$ cat src/rtl/paddle_pkg.sv
// Shared encodings for the paddle controller: source-mode codes, accel states, reset centre.
package paddle_pkg;

    localparam int CENTER_DEFAULT = 114;

    typedef enum logic [1:0] {
        MODE_DIGITAL = 2'd0,
        MODE_X       = 2'd1,
        MODE_Y       = 2'd2,
        MODE_PADDLE  = 2'd3
    } mode_e;

    typedef enum logic [1:0] {
        ACC_IDLE = 2'd0,
        ACC_HOLD = 2'd1,
        ACC_FAST = 2'd2
    } accel_state_e;

    // Signed stick axis to unsigned 0..255, centre 0 -> 128.
    function automatic logic [7:0] axis_to_u8(input logic [7:0] v);
        return {~v[7], v[6:0]};
    endfunction

endpackage

$ cat src/rtl/paddle_accel.sv
// Hold-to-accelerate FSM for the selected channel's digital direction, advanced once per frame.
// Instantiated by paddle_ctrl only when PADDLE_CTRL_ACCEL_EN is defined.
module paddle_accel
    import paddle_pkg::*;
#(
    parameter int SEL_W        = 1,
    parameter int ACCEL_FRAMES = 16
) (
    input  logic             clk_sys,
    input  logic             reset_n,
    input  logic             frame_tick,
    input  logic             left,
    input  logic             right,
    input  logic [SEL_W-1:0] sel,
    output logic             fast
);

    localparam logic [15:0] LAST_SLOW = 16'(ACCEL_FRAMES - 1);

    accel_state_e     state;
    logic [15:0]      frames;
    logic             dir_q;
    logic [SEL_W-1:0] sel_q;
    logic             one_dir;
    logic             same;

    assign one_dir = left ^ right;
    assign same    = one_dir && (left == dir_q) && (sel == sel_q);

    // The frame that completes the hold count already moves at the fast step.
    assign fast = same && ((state == ACC_FAST) ||
                           (state == ACC_HOLD && frames >= LAST_SLOW));

    always_ff @(posedge clk_sys) begin
        if (!reset_n) begin
            state  <= ACC_IDLE;
            frames <= '0;
            dir_q  <= 1'b0;
            sel_q  <= '0;
        end else if (frame_tick) begin
            dir_q <= left;
            sel_q <= sel;
            case (state)
                ACC_IDLE: begin
                    if (one_dir) begin
                        state  <= ACC_HOLD;
                        frames <= 16'd1;
                    end
                end
                ACC_HOLD: begin
                    if (same) begin
                        frames <= frames + 16'd1;
                        if (frames >= LAST_SLOW)
                            state <= ACC_FAST;
                    end else begin
                        state <= ACC_IDLE;
                    end
                end
                ACC_FAST: begin
                    if (!same)
                        state <= ACC_IDLE;
                end
                default: state <= ACC_IDLE;
            endcase
        end
    end

endmodule

$ cat src/rtl/paddle_ctrl.sv
// Multi-channel paddle/pot emulator: digital, stick or paddle sources feed a per-line pot compare.
// Define PADDLE_CTRL_ACCEL_EN to add hold-to-accelerate on the digital step.
module paddle_ctrl
    import paddle_pkg::*;
#(
    parameter int NUM_CH       = 2,
    parameter int STEP_SLOW    = 4,
    parameter int STEP_FAST    = 8,
    parameter int CENTER       = CENTER_DEFAULT,
    parameter int ACCEL_FRAMES = 16,
    localparam int SEL_W       = (NUM_CH > 1) ? $clog2(NUM_CH) : 1
) (
    input  logic                  clk_sys,
    input  logic                  reset_n,
    input  logic                  hsync,
    input  logic                  vsync,
    input  logic                  pad_en_n,
    input  logic [SEL_W-1:0]      sel,
    input  logic [2*NUM_CH-1:0]   mode,
    input  logic [NUM_CH-1:0]     invert,
    input  logic                  speed,
    input  logic [NUM_CH-1:0]     btn_left,
    input  logic [NUM_CH-1:0]     btn_right,
    input  logic [8*NUM_CH-1:0]   analog_x,
    input  logic [8*NUM_CH-1:0]   analog_y,
    input  logic [8*NUM_CH-1:0]   paddle,
    output logic [8*NUM_CH-1:0]   pos,
    output logic                  pad_out
);

    localparam logic [7:0] SLOW8   = 8'(STEP_SLOW);
    localparam logic [7:0] FAST8   = 8'(STEP_FAST);
    localparam logic [7:0] CENTER8 = 8'(CENTER);

    logic                   hs_q, vs_q, hs_rise, vs_rise;
    logic [NUM_CH-1:0][7:0] dig;
    logic [NUM_CH-1:0][7:0] eff;
    logic [7:0]             line_cnt;
    logic [7:0]             step;
    logic [7:0]             cur, pos_sel, dig_next;
    logic [8:0]             sum;
    logic                   sel_ok, l_sel, r_sel, accel_fast;

    assign hs_rise = hsync & ~hs_q;
    assign vs_rise = vsync & ~vs_q;
    assign sel_ok  = 32'(sel) < NUM_CH;
    assign l_sel   = sel_ok & btn_left[sel];
    assign r_sel   = sel_ok & btn_right[sel];

`ifdef PADDLE_CTRL_ACCEL_EN
    paddle_accel #(.SEL_W(SEL_W), .ACCEL_FRAMES(ACCEL_FRAMES)) u_accel (
        .clk_sys    (clk_sys),
        .reset_n    (reset_n),
        .frame_tick (vs_rise),
        .left       (l_sel),
        .right      (r_sel),
        .sel        (sel),
        .fast       (accel_fast)
    );
`else
    assign accel_fast = 1'b0;
`endif

    assign step = (speed | accel_fast) ? FAST8 : SLOW8;

    // Right moves toward 0, left toward 255, both clamp instead of wrapping.
    always_comb begin
        cur      = sel_ok ? dig[sel] : 8'd0;
        sum      = {1'b0, cur} + {1'b0, step};
        dig_next = cur;
        if (r_sel && !l_sel)
            dig_next = (cur < step) ? 8'd0 : cur - step;
        else if (l_sel && !r_sel)
            dig_next = sum[8] ? 8'hFF : sum[7:0];
    end

    for (genvar c = 0; c < NUM_CH; c++) begin : g_ch
        mode_e      m;
        logic [7:0] raw;
        assign m   = mode_e'(mode[2*c +: 2]);
        assign raw = (m == MODE_X) ? axis_to_u8(analog_x[8*c +: 8]) :
                     (m == MODE_Y) ? axis_to_u8(analog_y[8*c +: 8]) :
                                     paddle[8*c +: 8];
        // Analog sources are inverted unless invert is set.
        assign eff[c] = (m == MODE_DIGITAL) ? dig[c] : (invert[c] ? raw : ~raw);
    end

    assign pos     = eff;
    assign pos_sel = sel_ok ? eff[sel] : 8'd0;

    always_ff @(posedge clk_sys) begin
        if (!reset_n) begin
            hs_q     <= 1'b0;
            vs_q     <= 1'b0;
            line_cnt <= '0;
            pad_out  <= 1'b0;
            for (int c = 0; c < NUM_CH; c++)
                dig[c] <= CENTER8;
        end else begin
            hs_q <= hsync;
            vs_q <= vsync;
            if (!pad_en_n)
                line_cnt <= '0;
            else if (hs_rise && line_cnt != 8'hFF)
                line_cnt <= line_cnt + 8'd1;
            pad_out <= (line_cnt < pos_sel);
            if (vs_rise && sel_ok)
                dig[sel] <= dig_next;
        end
    end

endmodule

$ cat config.mk
export PLATFORM = sky130hd
export DESIGN_NAME = paddle_ctrl
export DESIGN_NICKNAME = d
export VERILOG_FILES = /design/src/rtl/paddle_pkg.sv /design/src/rtl/paddle_accel.sv /design/src/rtl/paddle_ctrl.sv
export SDC_FILE = /design/constraint.sdc
export NUM_CORES = 1
export LEC_CHECK = 0
export BUFFER_PORTS_ARGS = -buffer_cell sky130_fd_sc_hd__buf_4
export CAP_MARGIN = 25
export CORE_MARGIN = 5
export CORE_UTILIZATION = 34
export CTS_BUF_LIST = sky130_fd_sc_hd__clkbuf_16
export CTS_CLUSTER_SIZE = 12
export DETAILED_ROUTE_END_ITERATION = 10
export GPL_TIMING_DRIVEN = 0
export PLACE_DENSITY = 0.66
export SLEW_MARGIN = 0
export SYNTH_ARGS = -nofsm -noshare
export SYNTH_HDL_FRONTEND = slang
export SYNTH_SLANG_ARGS = --single-unit
$ cat constraint.sdc
create_clock -name clk_sys -period 6.98 [get_ports clk_sys]
set_clock_uncertainty 0.15 [all_clocks]
set_input_delay 1.396 -clock clk_sys [delete_from_list [all_inputs] [get_ports clk_sys]]
set_output_delay 1.396 -clock clk_sys [all_outputs]
set_load 0.03 [all_outputs]
==> metrics.yaml <==
status: "finished, final reports clean"
rsz0062_at_grt: "no"
leakage_uw: 0.001493
grt_pass1_vias: 2663
synth_nets: 412
criticalPathCategory: "in2out"
die_w_um: 98.72
crit_family: "buffers and inverters"
ir_drop_v: 0.00008177
reg2reg_from: "dig[10]"
setup_ws_ns: 2.525
setup_violations: 0
path_buf_inv: 4
whs_ns: 0.3348
crit_top_cell: "clkbuf_1"
antenna_found_initial: 0
fp.dieArea_um2: 9746
cts_made_buffers: 3
cp.arrival_ns: 2.91
holdBufCountCts: 0
max_freq_mhz: 224.5
synthTopCellsByArea: "dfxtp_1 (20%), mux2i_1 (11%), xor2_1 (6.2%)"
yosysTopAreaCell: "dfxtp_1"
drive_above_1_share: 0.2694
cts_resized: 0
vias: 2716
hpwl_um: 6285
path_cells: "clkbuf_1 -> buf_2 -> nor2_1 -> clkbuf_1 -> nand2_1 -> o21ai_0 -> buf_4"
cts_tree: "yes"
drc: 0
drt_wl_total_um: 7674
required_ns: 5.43
die_h_um: 98.72
period_minus_slack_ns: 4.455
path_clk_slew_ns: 0.07
worstSetupStartpointType: "input pin"
cts_root_buffer: "clkbuf_16"
rows: 32
cts.path.max_buffers: 2
yosysWarnings: 0
first_pass_iters: 5
dp_worst_setup_slack_ns: 2.517
synth-edff-count: 0
start_util: 0.3481
synthesis.area_um2: 2676
postCtsSetupRepairBufs: 0
drt-vias-per-instance: 5.284
tns_ns: 0
grt_pass1_wl_um: 12720
synth-seq-cells: 27
critPathSlowestCell: "clkbuf_1"
avgSynthCellArea_um2: 8.037
report.final.slew_viol_count: 0
worstSkewPairLatency_ns: 0.27
drt_iter0_drc: 187
htreeDepth: 1
end_kind: "primary output"
ioPinCount: 82
grt_overflow: 0
fin_util: 0.4487
ant_nets: 0
finalNetCount: 492
area_growth_syn_to_layout_pct: 28.89
synth_cell_type_count: 58
wl_per_cell_um: 14.93
io_buffers: 75
ys_seq_area_frac: 0.2020
post-route-period-util: 0.6382
max-slew-margin-rel: 0.5811
place_congestion: 0.8510
clock-sinks: 27
num_antenna_cells: 0
min_from: "dig[8]"
pwr_density_cell_nw_per_um2: 146.3
cap_violations: 0
power_uw: 504.5
cp-startpoint: "mode[3]"
synth_cells: 333
grt_max_degree: 17
hold_class: "reg2reg"
worstPathMaxFanout: 10
tightest_slew_ns: 0.6284
slowest_delay_ns: 0.33
async_reset_ff_frac: 0
synth_flop_cell: "dfxtp_1"
core_area_um2: 7687
grt_util_all_layers: 0.1542
yosys.area.top_type_share: 0.2020
hold_violations: 0
[cell type report]
class	instances	area, µm²
Clock inverter	1	7.507
Buffer	21	120.1
Inverter	7	26.28
Tap cell	102	127.6
Timing Repair Buffer	75	563.0
Sequential cell	27	540.5
Clock buffer	3	75.07
Fill cell	761	4238
Multi-Input combinational cell	278	1989
[cells in the mapped netlist, drive strengths merged (5+ instances only)]
| cell type | number |
|---|---|
| clkbuf | 9 |
| inv | 7 |
| ha | 12 |
| xnor2 | 7 |
| a21oi | 23 |
| nor2 | 27 |
| nor3 | 5 |
| o21ai | 31 |
| mux2i | 30 |
| xor2 | 19 |
| a31oi | 5 |
| dfxtp | 27 |
| a211oi | 18 |
| nand3 | 7 |
| mux2 | 5 |
| buf | 12 |
| nor2b | 17 |
| nand2 | 25 |
[per-stage QoR]
stage / area (µm²) / std cells
floorplan: 2676 / 333
global route: 3450 / 514
detailed placement: 3367 / 510
global placement: 3367 / 510
finish: 3450 / 514
CTS: 3450 / 514
[cell usage in the layout (no fill, tap or decap), types with 12 or more instances in the layout]
master | Yosys | layout
a211oi_1 | 17 | 17
a21oi_1 | 22 | 22
buf_4 | 2 | 77
dfxtp_1 | 27 | 27
ha_1 | 12 | 12
mux2i_1 | 30 | 30
nand2_1 | 25 | 25
nor2_1 | 27 | 27
nor2b_1 | 17 | 17
o21ai_0 | 27 | 27
xor2_1 | 19 | 19
[worst reg2reg max path, cell delays in order, from the launching register on]
cell and delay (ns):
dfxtp_1 0.38, mux2i_1 0.15, ha_1 0.24, fa_1 0.44, and4bb_2 0.28, o21ai_0 0.26
o21ai_0 0.15, a211oi_2 0.31, o211ai_1 0.13
[kinds of logic (layout without fill, tap and decap cells)]
family | count (synthesis) | after routing | synth area share
simple gates | 107 | 107 | 0.2225
compound gates | 96 | 96 | 0.2314
mux | 35 | 35 | 0.1332
buf+inv | 28 | 107 | 0.05470
flops | 27 | 27 | 0.2020
xor+xnor | 26 | 26 | 0.08509
fa+ha+maj | 14 | 14 | 0.07106
[registers in the layout, indices dropped and copies added, names as in the netlist]
signal and cells:
hs_q 1, pad_out 1, line_cnt 8, dig 16, vs_q 1
[worst paths after layout]
path,end,cells after the start,slack (ns)
setup / recovery,pos[9],7,2.53
hold / removal,dig[8],2,0.33
setup reg to reg,dig[14],8,4.37
hold reg to reg,dig[8],2,0.33
[power by group]
group          internal (µW)  total [µW]  leakage [µW]  switching, µW
sequential               159         166      0.000220           6.50
combinational           88.8         204       0.00124            115
clock                   78.1         135     0.0000371           56.9
total                    326         505       0.00149            178
[per-layer routing]
metal | global-route usage | wire length, µm | vias to the layer above
met5 | 0 | 0 | -
li1 | - | - | 1370
met3 | 0.02335 | 584 | 10
met2 | 0.2475 | 3492 | 94
met4 | 0.04202 | 125 | 0
met1 | 0.2152 | 3473 | 1242
Note: power is estimated with default switching activity, not from simulation.
